**src/rtl/dso_trigger_ctrl_if.sv**
```systemverilog
// Sample bus from the ADC plus the trigger handshake with adc_driver.
// trigger_req is a level: once raised it stays high until waiting_for_trigger drops.
interface dso_trigger_ctrl_if #(
    parameter int DATA_W = 8
);
    logic [DATA_W-1:0] adc_data;
    logic              sample_en;
    logic              waiting_for_trigger;
    logic              trigger_req;

    modport master (
        output adc_data,
        output sample_en,
        output waiting_for_trigger,
        input  trigger_req
    );

    modport slave (
        input  adc_data,
        input  sample_en,
        input  waiting_for_trigger,
        output trigger_req
    );
endinterface

```
**src/rtl/dso_trigger_ctrl.sv**
```systemverilog
// Trigger sequencer: holdoff, hysteresis arming, level/edge detection and AUTO timeout,
// raising trigger_req towards the acquisition driver while it waits for a trigger.
module dso_trigger_ctrl #(
    parameter int DATA_W = 8,
    parameter int TMO_W  = 24,
    parameter int HOLD_W = 16
) (
    input  logic              clk,
    input  logic              rst_n,
    dso_trigger_ctrl_if.slave io_bus,
    input  logic [1:0]        i_mode,
    input  logic              i_edge_sel,
    input  logic [DATA_W-1:0] i_trig_level,
    input  logic [DATA_W-1:0] i_hysteresis,
    input  logic [HOLD_W-1:0] i_holdoff,
    input  logic [TMO_W-1:0]  i_auto_timeout,
    output logic              o_auto_fired,
    output logic [2:0]        o_seq_state,
    output logic [15:0]       o_trig_count
);

    typedef enum logic [2:0] {
        S_IDLE    = 3'd0,
        S_HOLDOFF = 3'd1,
        S_ARM     = 3'd2,
        S_SEEK    = 3'd3,
        S_FIRE    = 3'd4
    } state_t;

    localparam logic [1:0]        MODE_AUTO = 2'd1;
    localparam logic [1:0]        MODE_IMM  = 2'd2;
    localparam logic [HOLD_W-1:0] HOLD_ONE  = 1;
    localparam logic [TMO_W-1:0]  TMO_ONE   = 1;
    localparam logic [15:0]       CNT_ONE   = 16'd1;

    state_t r_state;
    state_t w_next;

    logic [1:0]        r_mode_q;
    logic              r_edge_q;
    logic [DATA_W-1:0] r_level_q;
    logic [DATA_W-1:0] r_hyst_q;
    logic [HOLD_W-1:0] r_holdoff_q;
    logic [TMO_W-1:0]  r_tmo_q;

    logic [HOLD_W-1:0] r_hold_cnt;
    logic [TMO_W-1:0]  r_tmo_cnt;
    logic              r_trigger_req;
    logic              r_auto_fired;
    logic [15:0]       r_trig_count;

    logic              w_latch;
    logic              w_arm_entry;
    logic              w_fire_entry;
    logic              w_fire_auto;
    logic              w_hold_inc;
    logic              w_tmo_inc;
    logic              w_timeout;
    logic              w_arm_hit;
    logic              w_edge_hit;

    logic [DATA_W:0]   w_sum;
    logic [DATA_W:0]   w_diff;
    logic [DATA_W-1:0] w_hi;
    logic [DATA_W-1:0] w_lo;

    // Hysteresis band in one extra bit so the carry/borrow drives saturation.
    assign w_sum  = {1'b0, r_level_q} + {1'b0, r_hyst_q};
    assign w_diff = {1'b0, r_level_q} - {1'b0, r_hyst_q};
    assign w_hi   = w_sum[DATA_W]  ? {DATA_W{1'b1}} : w_sum[DATA_W-1:0];
    assign w_lo   = w_diff[DATA_W] ? {DATA_W{1'b0}} : w_diff[DATA_W-1:0];

    assign w_arm_hit  = r_edge_q ? (io_bus.adc_data >= w_hi)
                                 : (io_bus.adc_data <= w_lo);
    assign w_edge_hit = r_edge_q ? (io_bus.adc_data <= r_level_q)
                                 : (io_bus.adc_data >= r_level_q);
    assign w_timeout  = (r_mode_q == MODE_AUTO) && (r_tmo_cnt == r_tmo_q);

    always_ff @(posedge clk or negedge rst_n) begin
        if (!rst_n) begin
            r_state <= S_IDLE;
        end else begin
            r_state <= w_next;
        end
    end

    always_comb begin
        w_next       = r_state;
        w_latch      = 1'b0;
        w_arm_entry  = 1'b0;
        w_fire_entry = 1'b0;
        w_fire_auto  = 1'b0;
        w_hold_inc   = 1'b0;
        w_tmo_inc    = 1'b0;
        case (r_state)
            S_IDLE: begin
                if (io_bus.waiting_for_trigger) begin
                    w_latch = 1'b1;
                    if (i_mode == MODE_IMM) begin
                        w_next       = S_FIRE;
                        w_fire_entry = 1'b1;
                    end else begin
                        w_next = S_HOLDOFF;
                    end
                end
            end
            S_HOLDOFF: begin
                if (!io_bus.waiting_for_trigger) begin
                    w_next = S_IDLE;
                end else if (r_hold_cnt == r_holdoff_q) begin
                    w_next      = S_ARM;
                    w_arm_entry = 1'b1;
                end else begin
                    w_hold_inc = io_bus.sample_en;
                end
            end
            S_ARM: begin
                if (!io_bus.waiting_for_trigger) begin
                    w_next = S_IDLE;
                end else if (w_timeout) begin
                    w_next       = S_FIRE;
                    w_fire_entry = 1'b1;
                    w_fire_auto  = 1'b1;
                end else begin
                    w_tmo_inc = io_bus.sample_en;
                    if (io_bus.sample_en && w_arm_hit) begin
                        w_next = S_SEEK;
                    end
                end
            end
            S_SEEK: begin
                // A real edge takes priority over a coincident timeout.
                if (!io_bus.waiting_for_trigger) begin
                    w_next = S_IDLE;
                end else if (io_bus.sample_en && w_edge_hit) begin
                    w_next       = S_FIRE;
                    w_fire_entry = 1'b1;
                end else if (w_timeout) begin
                    w_next       = S_FIRE;
                    w_fire_entry = 1'b1;
                    w_fire_auto  = 1'b1;
                end else begin
                    w_tmo_inc = io_bus.sample_en;
                end
            end
            S_FIRE: begin
                if (!io_bus.waiting_for_trigger) begin
                    w_next = S_IDLE;
                end
            end
            default: begin
                w_next = S_IDLE;
            end
        endcase
    end

    always_ff @(posedge clk or negedge rst_n) begin
        if (!rst_n) begin
            r_mode_q      <= '0;
            r_edge_q      <= 1'b0;
            r_level_q     <= '0;
            r_hyst_q      <= '0;
            r_holdoff_q   <= '0;
            r_tmo_q       <= '0;
            r_hold_cnt    <= '0;
            r_tmo_cnt     <= '0;
            r_trigger_req <= 1'b0;
            r_auto_fired  <= 1'b0;
            r_trig_count  <= '0;
        end else begin
            if (w_latch) begin
                r_mode_q    <= i_mode;
                r_edge_q    <= i_edge_sel;
                r_level_q   <= i_trig_level;
                r_hyst_q    <= i_hysteresis;
                r_holdoff_q <= i_holdoff;
                r_tmo_q     <= i_auto_timeout;
                r_hold_cnt  <= '0;
                r_tmo_cnt   <= '0;
            end else begin
                if (w_hold_inc) begin
                    r_hold_cnt <= r_hold_cnt + HOLD_ONE;
                end
                if (w_arm_entry) begin
                    r_tmo_cnt <= '0;
                end else if (w_tmo_inc && (r_tmo_cnt != {TMO_W{1'b1}})) begin
                    r_tmo_cnt <= r_tmo_cnt + TMO_ONE;
                end
            end

            if (w_fire_entry) begin
                r_trigger_req <= 1'b1;
                r_auto_fired  <= w_fire_auto;
                r_trig_count  <= r_trig_count + CNT_ONE;
            end else if ((r_state == S_FIRE) && !io_bus.waiting_for_trigger) begin
                r_trigger_req <= 1'b0;
            end
        end
    end

    assign io_bus.trigger_req = r_trigger_req;
    assign o_auto_fired       = r_auto_fired;
    assign o_seq_state        = r_state;
    assign o_trig_count       = r_trig_count;

endmodule

```
**src/flat_wrapper.sv**
```systemverilog
// flat-port wrapper written by rule: the top's interface ports become plain ports
module dso_trigger_ctrl_flat 
#(
    parameter int DATA_W = 8,
    parameter int TMO_W  = 24,
    parameter int HOLD_W = 16
)
  (clk, rst_n, i_mode, i_edge_sel, i_trig_level, i_hysteresis, i_holdoff, i_auto_timeout, o_auto_fired, o_seq_state, o_trig_count, io_bus_adc_data, io_bus_sample_en, io_bus_waiting_for_trigger, io_bus_trigger_req);
  dso_trigger_ctrl_if #(.DATA_W(DATA_W)) io_bus_i ();
  input  logic clk;
  input  logic rst_n;
  input  logic [1:0] i_mode;
  input  logic i_edge_sel;
  input  logic [DATA_W-1:0] i_trig_level;
  input  logic [DATA_W-1:0] i_hysteresis;
  input  logic [HOLD_W-1:0] i_holdoff;
  input  logic [TMO_W-1:0] i_auto_timeout;
  output logic o_auto_fired;
  output logic [2:0] o_seq_state;
  output logic [15:0] o_trig_count;
  input wire logic [$bits(io_bus_i.adc_data)-1:0] io_bus_adc_data;
  input wire logic [$bits(io_bus_i.sample_en)-1:0] io_bus_sample_en;
  input wire logic [$bits(io_bus_i.waiting_for_trigger)-1:0] io_bus_waiting_for_trigger;
  output wire logic [$bits(io_bus_i.trigger_req)-1:0] io_bus_trigger_req;
  assign io_bus_i.adc_data = io_bus_adc_data;
  assign io_bus_i.sample_en = io_bus_sample_en;
  assign io_bus_i.waiting_for_trigger = io_bus_waiting_for_trigger;
  assign io_bus_trigger_req = io_bus_i.trigger_req;
  dso_trigger_ctrl #(.DATA_W(DATA_W), .TMO_W(TMO_W), .HOLD_W(HOLD_W)) u_core (.clk(clk), .rst_n(rst_n), .io_bus(io_bus_i), .i_mode(i_mode), .i_edge_sel(i_edge_sel), .i_trig_level(i_trig_level), .i_hysteresis(i_hysteresis), .i_holdoff(i_holdoff), .i_auto_timeout(i_auto_timeout), .o_auto_fired(o_auto_fired), .o_seq_state(o_seq_state), .o_trig_count(o_trig_count));
endmodule
```
**config.mk**
```make
export PLATFORM = sky130hd
export DESIGN_NAME = dso_trigger_ctrl_flat
export DESIGN_NICKNAME = d
export VERILOG_FILES = /design/src/rtl/dso_trigger_ctrl_if.sv /design/src/rtl/dso_trigger_ctrl.sv /design/src/flat_wrapper.sv
export SDC_FILE = /design/constraint.sdc
export NUM_CORES = 1
export LEC_CHECK = 0
export BUFFER_PORTS_ARGS = -buffer_cell sky130_fd_sc_hd__buf_2
export CORE_ASPECT_RATIO = 1.5
export CORE_MARGIN = 2
export CORE_UTILIZATION = 63
export CTS_BUF_LIST = sky130_fd_sc_hd__clkbuf_16
export DETAILED_ROUTE_END_ITERATION = 16
export PLACE_DENSITY = 0.86
export SYNTH_ARGS = -nofsm -noshare
export SYNTH_HDL_FRONTEND = slang
export SYNTH_SLANG_ARGS = --single-unit
```
**constraint.sdc**
```tcl
create_clock -name clk -period 5.9 [get_ports clk]
set_clock_uncertainty 0.15 [all_clocks]
set_input_delay 0.59 -clock clk [delete_from_list [all_inputs] [get_ports clk]]
set_output_delay 0.59 -clock clk [all_outputs]
set_load 0.02 [all_outputs]
```
Yosys cells after proc, flatten, opt, wreduce, memory -nomap -nowiden
Index checks and enable logic that the tools add are counted.

Flip-flop bits (word level): 120. Input port bits: 71. Output and inout port bits: 21.

Add/sub/neg operators: 5. Magnitude comparators: 4. Equality and inequality tests: 14. Muxes and demuxes: 46. Reductions and logical operators: 11.

Operators by type and width (count): $mux W24 (3); $mux W3 (11); $add A16 B1 Y16 const B (2); $mux W16 (2); $add A24 B1 Y24 const B (1); $eq A24 B24 Y1 (1); $mux W1 (24); $ne A24 B24 Y1 const B (1); $eq A16 B16 Y1 (1); $ge A8 B8 Y1 (2); $le A8 B8 Y1 (2); $mux W8 (2); $pmux W3 S5 (1); $add A8 B8 Y9 (1); $sub A8 B8 Y9 (1); $ne A4 B2 Y1 const B (2); $eq A3 B2 Y1 const B (2); $logic_and A1 B1 Y1 (5); $reduce_and A5 Y1 (1); $ne A2 B2 Y1 const B (2); $pmux W1 S2 (2); $reduce_bool A2 Y1 (2); $eq A3 B1 Y1 const B (1); $eq A3 B3 Y1 const B (1); other kinds (7) (7).

Longest topological paths before layout
Gate-level depths: netlist (run 1).

Depth after elaboration: 10. Mapped depth: 20.

Worst setup path before layout (run 1)
No wires, ideal clock.

Path kind: register to register. Start: register u_core.r_hyst_q[0]. End: register u_core.r_state[0] (netlist: u_core.o_seq_state[0]). Arrival: 3.219 ns. Data required time: 5.612 ns. Setup slack: 2.394 ns. Stages on the path, launching flop included: 20. Period minus slack after synthesis: 3.506 ns. Path through: dfrtp_1 > ha_1 > fa_1 > nor2b_1 > o21ai_0 > a21boi_0 > o21ai_0 > nand2b_1 > a21o_1 > a21o_1 > nand2b_1 > ha_1 > nor2b_1 > o21a_1 > o21ai_0 > a211o_1 > a221oi_1 > o21ai_0 > a21oi_1 > a31oi_1.

Cells in the longest elaborated chain, start to end: 7. Elaborated cells on any way between the ends: 10. Those cells by class: add/sub: 2; order compare: 2; eq/ne: 1; mux: 3; reduce/logical: 2.

RTL lines: start: declaration (RTL line dso_trigger_ctrl.sv:42) `logic [DATA_W-1:0] r_hyst_q;`; start signal: assignment (RTL line dso_trigger_ctrl.sv:175) `r_hyst_q <= i_hysteresis;`; $sub A8 B8 Y9 / $add A8 B8 Y9 (equally long branches) (RTL line dso_trigger_ctrl.sv:69, dso_trigger_ctrl.sv:68); $mux W8 (on tied branches) (RTL line dso_trigger_ctrl.sv:71, dso_trigger_ctrl.sv:70); $le A8 B8 Y1 / $ge A8 B8 Y1 (equally long branches) (RTL line dso_trigger_ctrl.sv:74, dso_trigger_ctrl.sv:73); $mux W1 (*) (RTL line dso_trigger_ctrl.sv:73) `assign w_arm_hit = r_edge_q ? (io_bus.adc_data >= w_hi)`; $logic_and A1 B1 Y1 (*) (RTL line dso_trigger_ctrl.sv:126) `if (io_bus.sample_en && w_arm_hit) begin`; $ne A4 B2 Y1 (no line) (*); $reduce_and A5 Y1 (no line) (*); end signal: assignment (RTL line dso_trigger_ctrl.sv:83) `r_state <= w_next;`; end: declaration (RTL line dso_trigger_ctrl.sv:36) `state_t r_state;`.

Mark *: on every way between the ends. The rest lies on a longest branch, timed or not. A chain may end at the register's enable or synchronous reset.

Worst setup path after layout (run 1)
Start: register u_core.r_level_q[0]. End: register u_core.r_state[0] (netlist: u_core.o_seq_state[0]).

Cells in the longest elaborated chain, start to end: 7. Elaborated cells on any way between the ends: 18. Those cells by class: add/sub: 2; order compare: 4; eq/ne: 2; mux: 7; reduce/logical: 3.

RTL lines: start: declaration (RTL line dso_trigger_ctrl.sv:41) `logic [DATA_W-1:0] r_level_q;`; start signal: assignment (RTL line dso_trigger_ctrl.sv:174) `r_level_q <= i_trig_level;`; $sub A8 B8 Y9 / $add A8 B8 Y9 (equally long branches) (RTL line dso_trigger_ctrl.sv:69, dso_trigger_ctrl.sv:68); $mux W8 (on tied branches) (RTL line dso_trigger_ctrl.sv:71, dso_trigger_ctrl.sv:70); $le A8 B8 Y1 / $ge A8 B8 Y1 (equally long branches) (RTL line dso_trigger_ctrl.sv:74, dso_trigger_ctrl.sv:73); $mux W1 (RTL line dso_trigger_ctrl.sv:73); $logic_and A1 B1 Y1 (RTL line dso_trigger_ctrl.sv:126); $ne A4 B2 Y1 (no line); $reduce_and A5 Y1 (no line).

Parallel ways exist; a longest one is shown, timed or not.

==> summary.md, run 1 <==
| Metric | Value |
|---|---|
| DRT antenna net count | `0` |
| GRT Overall Usage | `28.6%` |
| CP Max Fanout | `7` |
| Clock buffer depth | `2` |
| Final core utilization | `approximately 74%` |
| CTS Sinks | `120` |
| CP max stage delay | `430 ps` |
| #FFs+latches synth | `120` |
| CP Data Arrival Time | `4160 ps` |
| Top cells by area, synth | `dfrtp_1 (43%), ha_1 (7.7%), mux2_2 (7.1%), xnor2_1 (6.3%), xor2_1 (5.8%)` |
| Root Buffer | `clkbuf_16` |
| Main synth FF type | `dfrtp_1` |
| Worst-Margin Slew | `955 ps` |
| DRT Pass-1 Iters | `5` |
| Maximum vdd ir drop | `0.315 mV` |
| Avg Cell Area, Syn | `9.91 um2` |
| Chip height | `133 um` |
| CTS buffer count | `17` |
| Die area | `12000 um2` |
| First DRT Iteration DRCs | `398` |
| Initial antenna violation count | `1` |
| Post-synth ARST share | `100%` |
| Total grt overflow | `0` |
| Post-synth EDFFs | `0` |
| Crit path cell chain | `inv_1 > ha_1 > fa_1 > nor2b_1 > o21ai_0 > a21boi_0 > o21ai_0 > nand2b_1 > a21o_1 > a21o_1 > nand2b_1 > ha_1 > nor2b_1 > o21a_1 > o21ai_0 > a211o_1 > a221oi_1 > o21ai_0 > a21oi_1 > a31oi_1` |
| DRC Markers | `0` |
| Total chip power | `0.00378 W` |
| # IOs | `92` |
| Setup CP Type | `reg2reg` |
| Post_cts resized | `0` |
| DR vias | `5645` |
| Cell Pwr Density | `~470 nW/um2` |
| Status | `finished, final reports clean` |
| Row count | `47` |
| Area grow syn2layout | `15.3%` |
| Final-stage net count | `913` |
| Comb power frac | `43.6%` |
| Setup TNS Final | `0 ps` |
| Netlist Area Pre-Place | `6990 um2` |
| Min-Delay Path Class | `in2async` |
| Crit end category | `register` |
| Slew HR | `36.4%` |
| Vias in the first global route | `5886` |
| Final Wtd Congestion | `0.893` |
| Hold_ws | `119 ps` |
| H-tree Lvls | `4` |
| Yosys warning count | `0` |
| Reg clk slew, reported paths | `about 50 ps` |
| Seq/Total Area, Yosys | `42.9%` |
| Initial Utilization | `63.9%` |
| Sw Pwr | `0.00145 W` |
| Post-Synthesis Net Count | `822` |
| Hold buffers post-CTS | `0` |
| Die Width | `between 90 and 100 um` |
| First-pass GRT wire length | `~27 mm` |
| Tmin final | `4030 ps` |
| Share of cells above drive strength 1 | `a little over a fifth` |
| Leakage | `3.72 nW` |
| Post-CTS setup buffers | `0` |
| Reg2Reg Depth | `20` |
| Commonest non-fill, non-tap cell in the layout | `dfrtp_1` |
| Post-DR wirelength/cell | `~17 um` |
| Most used cell, CP | `o21ai_0` |
| Share of the synthesized area in the top cell type | `~43%` |
| CTS tree | `built` |
| Wirelength, routed | `16.6 mm` |
| DR vias/cell | `5.91` |
| Slew Limit Fails | `0` |
| Worst endpoint required time | `6030 ps` |
| Synth unique cells | `57` |
| Most frequent cells in the layout | `dfrtp_1 (120), buf_2 (90), nor2_1 (64)` |
| Pint | `0.00232 W` |
| Seq pwr share | `33.3%` |
| Worst setup SP type | `register` |
| Cell taking the most area after synthesis | `dfrtp_1` |
| Core area | `10900 um2` |
| PortBufs | `91` |
| HPWL Detailed | `11.9 mm` |
| Setup violators final | `0` |
| Post-Synthesis Cells | `706` |
| CP max-delay cell | `fa_1` |
| Largest net degree at the start of global routing | `91` |
| Final clock period utilization by the worst path | `68.4%` |
| FMAX | `0.248 GHz` |
| Switching share of total power | `a little under 40%` |
| Clock Power Share | `23.1%` |
| Final hold viol count | `0` |
| Unrepaired setup endpoints after global routing | `no` |
| Max cap viols | `0` |
| Worst-Skew Late Latency | `410 ps` |
==> flip-flops by register name, indices dropped and copies added, names as in the netlist, 2 cells and up <==
signal	count
u_core.r_hyst_q	8
u_core.r_hold_cnt	16
u_core.o_trig_count	16
u_core.r_tmo_cnt	24
u_core.o_seq_state	3
u_core.r_tmo_q	24
u_core.r_level_q	8
u_core.r_holdoff_q	16
u_core.r_mode_q	2
==> routing by layer <==
layer / global-route usage [%] / up-vias / part of all wire [%] / wire length, um
met5: 0 / - / 0 / 0
met4: 15.5 / 0 / 4.1 / 673
met3: 6.61 / 59 / 5.0 / 832
met2: 49.7 / 206 / 52 / 8650
met1: 32.6 / 2762 / 39 / 6400
li1: - / 2618 / - / -
==> cell families (layout without fill, tap and decap cells) <==
group	after synthesis	after routing	share of synthesized area [%]
AND/OR/NAND/NOR	247	247	17.8
XOR/XNOR	96	96	12.0
flip-flops	120	120	42.9
AO/OA/AOI/OAI	83	83	7.48
multiplexers	47	47	7.53
buffers and inverters	68	169	3.97
adder cells (fa/ha/maj)	45	45	8.26
other	0	1	0
==> power by group through the flow <==
stage          Clock (W)  Combinational, W  Sequential (W)
6_report        0.000872           0.00165         0.00126
5_1_grt         0.000922           0.00186         0.00128
4_1_cts         0.000881           0.00165         0.00125
3_5_place_dp           0           0.00162         0.00126
3_3_place_gp           0           0.00155         0.00125
2_1_floorplan          0           0.00124         0.00121
==> stage by stage <==
step                      worst slack [ps]  std cells  cell area, um2
after floorplan                       2390        706            6990
after global placement                2080        925            7570
after detailed placement              1850        925            7570
after CTS                             1860        954            8060
after global routing                  1520        955            8060
final                                 1870        955            8060
==> worst max-delay path: cells and delay by family, from the launching register on <==
kind | cells | cell delay (ps)
AO/OA/AOI/OAI | 12 | 1890
adder cells (fa/ha/maj) | 3 | 920
buffers and inverters | 1 | 70
flip-flops | 1 | 380
AND/OR/NAND/NOR | 4 | 490
==> synth_stat cells (all sizes together) (8+ instances only) <==
master and instances:
a21oi 17, nand2 55, inv 44, and3 8, nor3 18, buf 8
xnor2 50, o21ai 32, xor2 46, ha 43, nand4 17, nor4 24
nand3 25, dfrtp 120, clkbuf 16, mux2 45, nor2 65
==> cell type report <==
class | instances | area (um2)
timing repair buffer | 96 | 495
tap | 147 | 184
fill | 782 | 2880
multi-input combinational | 518 | 3720
clock buffer | 17 | 425
antenna | 1 | 2.50
inverter | 44 | 165
sequential | 120 | 3000
clock inverter | 12 | 66.3
==> final timing paths <==
path / from / end / slack [ps]
setup / recovery: u_core.r_level_q[0]$_DFFE_PN0P_ / u_core.o_seq_state[0]$_DFFE_PN0P_ / 1870
hold / removal: rst_n / u_core.r_hyst_q[6]$_DFFE_PN0P_ / 120
max in group asynchronous: rst_n / u_core.r_hold_cnt[1]$_DFFE_PN0P_ / 4230
min in group clk: i_trig_level[7] / u_core.r_level_q[7]$_DFFE_PN0P_ / 230
setup reg to reg: u_core.r_level_q[0]$_DFFE_PN0P_ / u_core.o_seq_state[0]$_DFFE_PN0P_ / 1870
hold reg to reg: u_core.o_trig_count[15]$_DFFE_PN0P_ / u_core.o_trig_count[15]$_DFFE_PN0P_ / 330
Note: power is estimated with default switching activity, not from simulation.
==> inputs of run 2 (changes only) <==
--- a/config.mk
+++ b/config.mk
@@ -8,10 +8,10 @@
 export BUFFER_PORTS_ARGS = -buffer_cell sky130_fd_sc_hd__buf_2
 export CORE_ASPECT_RATIO = 1.5
 export CORE_MARGIN = 2
-export CORE_UTILIZATION = 63
+export CORE_UTILIZATION = 59
 export CTS_BUF_LIST = sky130_fd_sc_hd__clkbuf_16
 export DETAILED_ROUTE_END_ITERATION = 16
-export PLACE_DENSITY = 0.86
+export PLACE_DENSITY = 0.81
 export SYNTH_ARGS = -nofsm -noshare
 export SYNTH_HDL_FRONTEND = slang
 export SYNTH_SLANG_ARGS = --single-unit
==> constraint.sdc (replaced) <==
create_clock -name clk -period 4.03 [get_ports clk]
set_clock_uncertainty 0.15 [all_clocks]
set_input_delay 0.403 -clock clk [delete_from_list [all_inputs] [get_ports clk]]
set_output_delay 0.403 -clock clk [all_outputs]
set_load 0.02 [all_outputs]
==> summary.md, run 2 (synthesis results as in run 1) <==
| Metric | Value |
|---|---|
| DR vias/cell | `5.69 (-3.8%)` |
| # IOs | `92 (unchanged)` |
| CTS tree | `built` |
| Core area | `11500 um2 (+5.4%)` |
| Vias in the first global route | `5875 (-0.19%)` |
| PortBufs | `91 (unchanged)` |
| Slew Limit Fails | `0 (unchanged)` |
| Max cap viols | `0 (unchanged)` |
| Most frequent cells in the layout | `dfrtp_1 (120), buf_2 (90), nor2_1 (63)` |
| FF/Latch Area | `3000 um2 (unchanged)` |
| HPWL Detailed | `12.1 mm (+1.3%)` |
| CP Max Fanout | `8 (+1)` |
| Row count | `48 (+2.1%)` |
| CTS Sinks | `120 (unchanged)` |
| Delay-heaviest family, CP | `compound AO/OA/AOI/OAI gates` |
| Setup violators final | `0 (unchanged)` |
| Final hold viol count | `0 (unchanged)` |
| DRC Markers | `0 (unchanged)` |
| Root Buffer | `clkbuf_16` |
| Final core utilization | `71.3% (-2.5 points)` |
| FMAX | `0.262 GHz (+5.8%)` |
| Multi-input combinational cell area | `3740 um2 (+0.40%)` |
| Cell Pwr Density | `705 nW/um2 (+51%)` |
| Slew HR | `41.2% (+4.9 points)` |
| Min-Delay Path Class | `in2reg` |
| DR vias | `5498 (-2.6%)` |
| Post-DR wirelength/cell | `16.7 um (-3.7%)` |
| CP max stage delay | `410 ps (-20 ps)` |
| Final-stage net count | `920 (+0.77%)` |
| Worst setup SP type | `register` |
| Crit end category | `register` |
| Worst endpoint required time | `4200 ps (-1830 ps)` |
| Total chip power | `0.00580 W (+53%)` |
| Worst setup margin | `217 ps (-1650 ps)` |
| Most used cell, CP | `a21oi_1` |
| Die area | `12800 um2 (+6.5%)` |
| H-tree Lvls | `4 (unchanged)` |
| Share of cells above drive strength 1 | `23.1% (+1.3 points)` |
| CP max-delay cell | `dfrtp_1` |
| Hold_ws | `54.6 ps (-64.5 ps)` |
| Final clock period utilization by the worst path | `94.6% (+26 points)` |
| Maximum vdd ir drop | `0.440 mV (+40%)` |
| Final Wtd Congestion | `0.927 (+3.8%)` |
| DRT Pass-1 Iters | `5 (unchanged)` |
| Reg clk slew, reported paths | `60 ps (about the same)` |
| Die Width | `92.9 um (+3.2%)` |
| First-pass GRT wire length | `26.8 mm (-2.4%)` |
| Clock buffer depth | `2 (unchanged)` |
| # diodes | `0 (-1)` |
| Wirelength, routed | `16.1 mm (-2.5%)` |
| Chip height | `137 um (+3.2%)` |
| Worst-Margin Slew | `882 ps (-72.8 ps)` |
| Setup CP Type | `reg2reg` |
| WP buf/inv | `0 (-1)` |
| Largest net degree at the start of global routing | `70 (-23%)` |
| GRT Overall Usage | `26.7% (-1.9 points)` |
| DRT antenna net count | `0 (unchanged)` |
| CP Data Arrival Time | `3980 ps (-180 ps)` |
| First DRT Iteration DRCs | `271 (-32%)` |
| Initial Utilization | `60.7% (-3.3 points)` |
| FILL cells | `893 (+14%)` |
| Total grt overflow | `0 (unchanged)` |
| Biggest regs | `u_core.r_tmo_cnt: 24 flops, u_core.r_tmo_q: 24 flops` |
| Worst-Skew Late Latency | `400 ps (about the same)` |
| Initial antenna violation count | `0 (-1)` |
| Crit path cell chain | `ha_1 > fa_1 > nand2b_1 > a21oi_1 > o21bai_1 > a21oi_1 > nor2_2 > o21ba_2 > o21bai_2 > or2_2 > ha_1 > o21ai_0 > a21oi_1 > o211ai_1 > a311o_1 > o21ai_1 > a21oi_1 > a31oi_1` |
| CTS buffer count | `17 (unchanged)` |
| Worst R2R Setup Slack | `220 ps (-1650 ps)` |
| Status | `finished, final reports clean` |
| Tmin final | `3810 ps (-221 ps)` |
| Commonest non-fill, non-tap cell in the layout | `dfrtp_1` |
| Leakage | `3.80 nW (+2.1%)` |
| Post-place setup slack | `120 ps (-1730 ps)` |
| Placed Instances | `931 (+0.65%)` |
| Area grow syn2layout | `17.5%` |
| Fin cells | `967 (+1.3%)` |
## run 2: changes by cell type in the layout (fill, tap and decap cells not counted), sizes merged
cell         before  now
inv              45   46
dlygate4sd3       0    1
diode             1    0
clkinv            8    9
clkinvlp          3    2
bufinv            0    2
buf              96  102
## run 2: tightest hold or removal path: cells and delay by family
| kind | cells | cell delay, ps |
|---|---|---|
| AND/OR/NAND/NOR | 1 | 40 |
| AO/OA/AOI/OAI | 1 | 50 |
| buffers and inverters | 1 | 70 |
## run 2: worst paths after layout
path / end / from / depth (start not counted)
setup / recovery: u_core.o_seq_state[0]$_DFFE_PN0P_ / u_core.r_hyst_q[0]$_DFFE_PN0P_ / 18
hold / removal: u_core.r_hyst_q[7]$_DFFE_PN0P_ / i_hysteresis[7] / 3
setup reg to reg: u_core.o_seq_state[0]$_DFFE_PN0P_ / u_core.r_hyst_q[0]$_DFFE_PN0P_ / 18
hold reg to reg: u_core.o_trig_count[15]$_DFFE_PN0P_ / u_core.o_trig_count[15]$_DFFE_PN0P_ / 1
max in group asynchronous: u_core.r_tmo_q[21]$_DFFE_PN0P_ / rst_n / 3
min in group asynchronous: u_core.r_level_q[5]$_DFFE_PN0P_ / rst_n / 2
## run 2: cell type report
cell class	count	share of cell area (%)
Clock buffer	17	5.18
Tap cell	150	2.28
Timing Repair Buffer	103	6.85
Clock inverter	15	1.66
Inverter	44	2.01
Multi-Input combinational cell	518	45.5
Sequential cell	120	36.5
## run 2: routing by layer
metal | global-route usage (%) | vias to the layer above | share of wire, %
met5 | 0 | - | 0
met4 | 11.4 | 0 | 3.1
met2 | 48.8 | 152 | 53
met1 | 30.3 | 2667 | 39
met3 | 4.98 | 36 | 4.5
li1 | - | 2643 | -
## run 2: power by group
| part | total, W | internal (W) | leakage [nW] | switching (W) |
|---|---|---|---|---|
| registers | 0.00184 | 0.00154 | 1.53 | 0.000299 |
| logic | 0.00252 | 0.00117 | 2.00 | 0.00135 |
| clock network | 0.00144 | 0.000899 | 0.276 | 0.000541 |
| total | 0.00580 | 0.00361 | 3.80 | 0.00219 |
## run 2: stage by stage
stage	area (um2)	setup TNS [ps]
floorplan	6990	0
global placement	7610	0
detailed placement	7610	0
CTS	8180	0
global route	8220	-4.99
finish	8220	0
## run 2: repair_timing
item | 4_1_cts | 5_1_grt
buffers inserted | 0 | 3
setup endpoints to repair | 0 | 1
hold buffers | 1 | 0
resized for setup | 0 | 7
endpoints found under the hold margin | 6 | 0
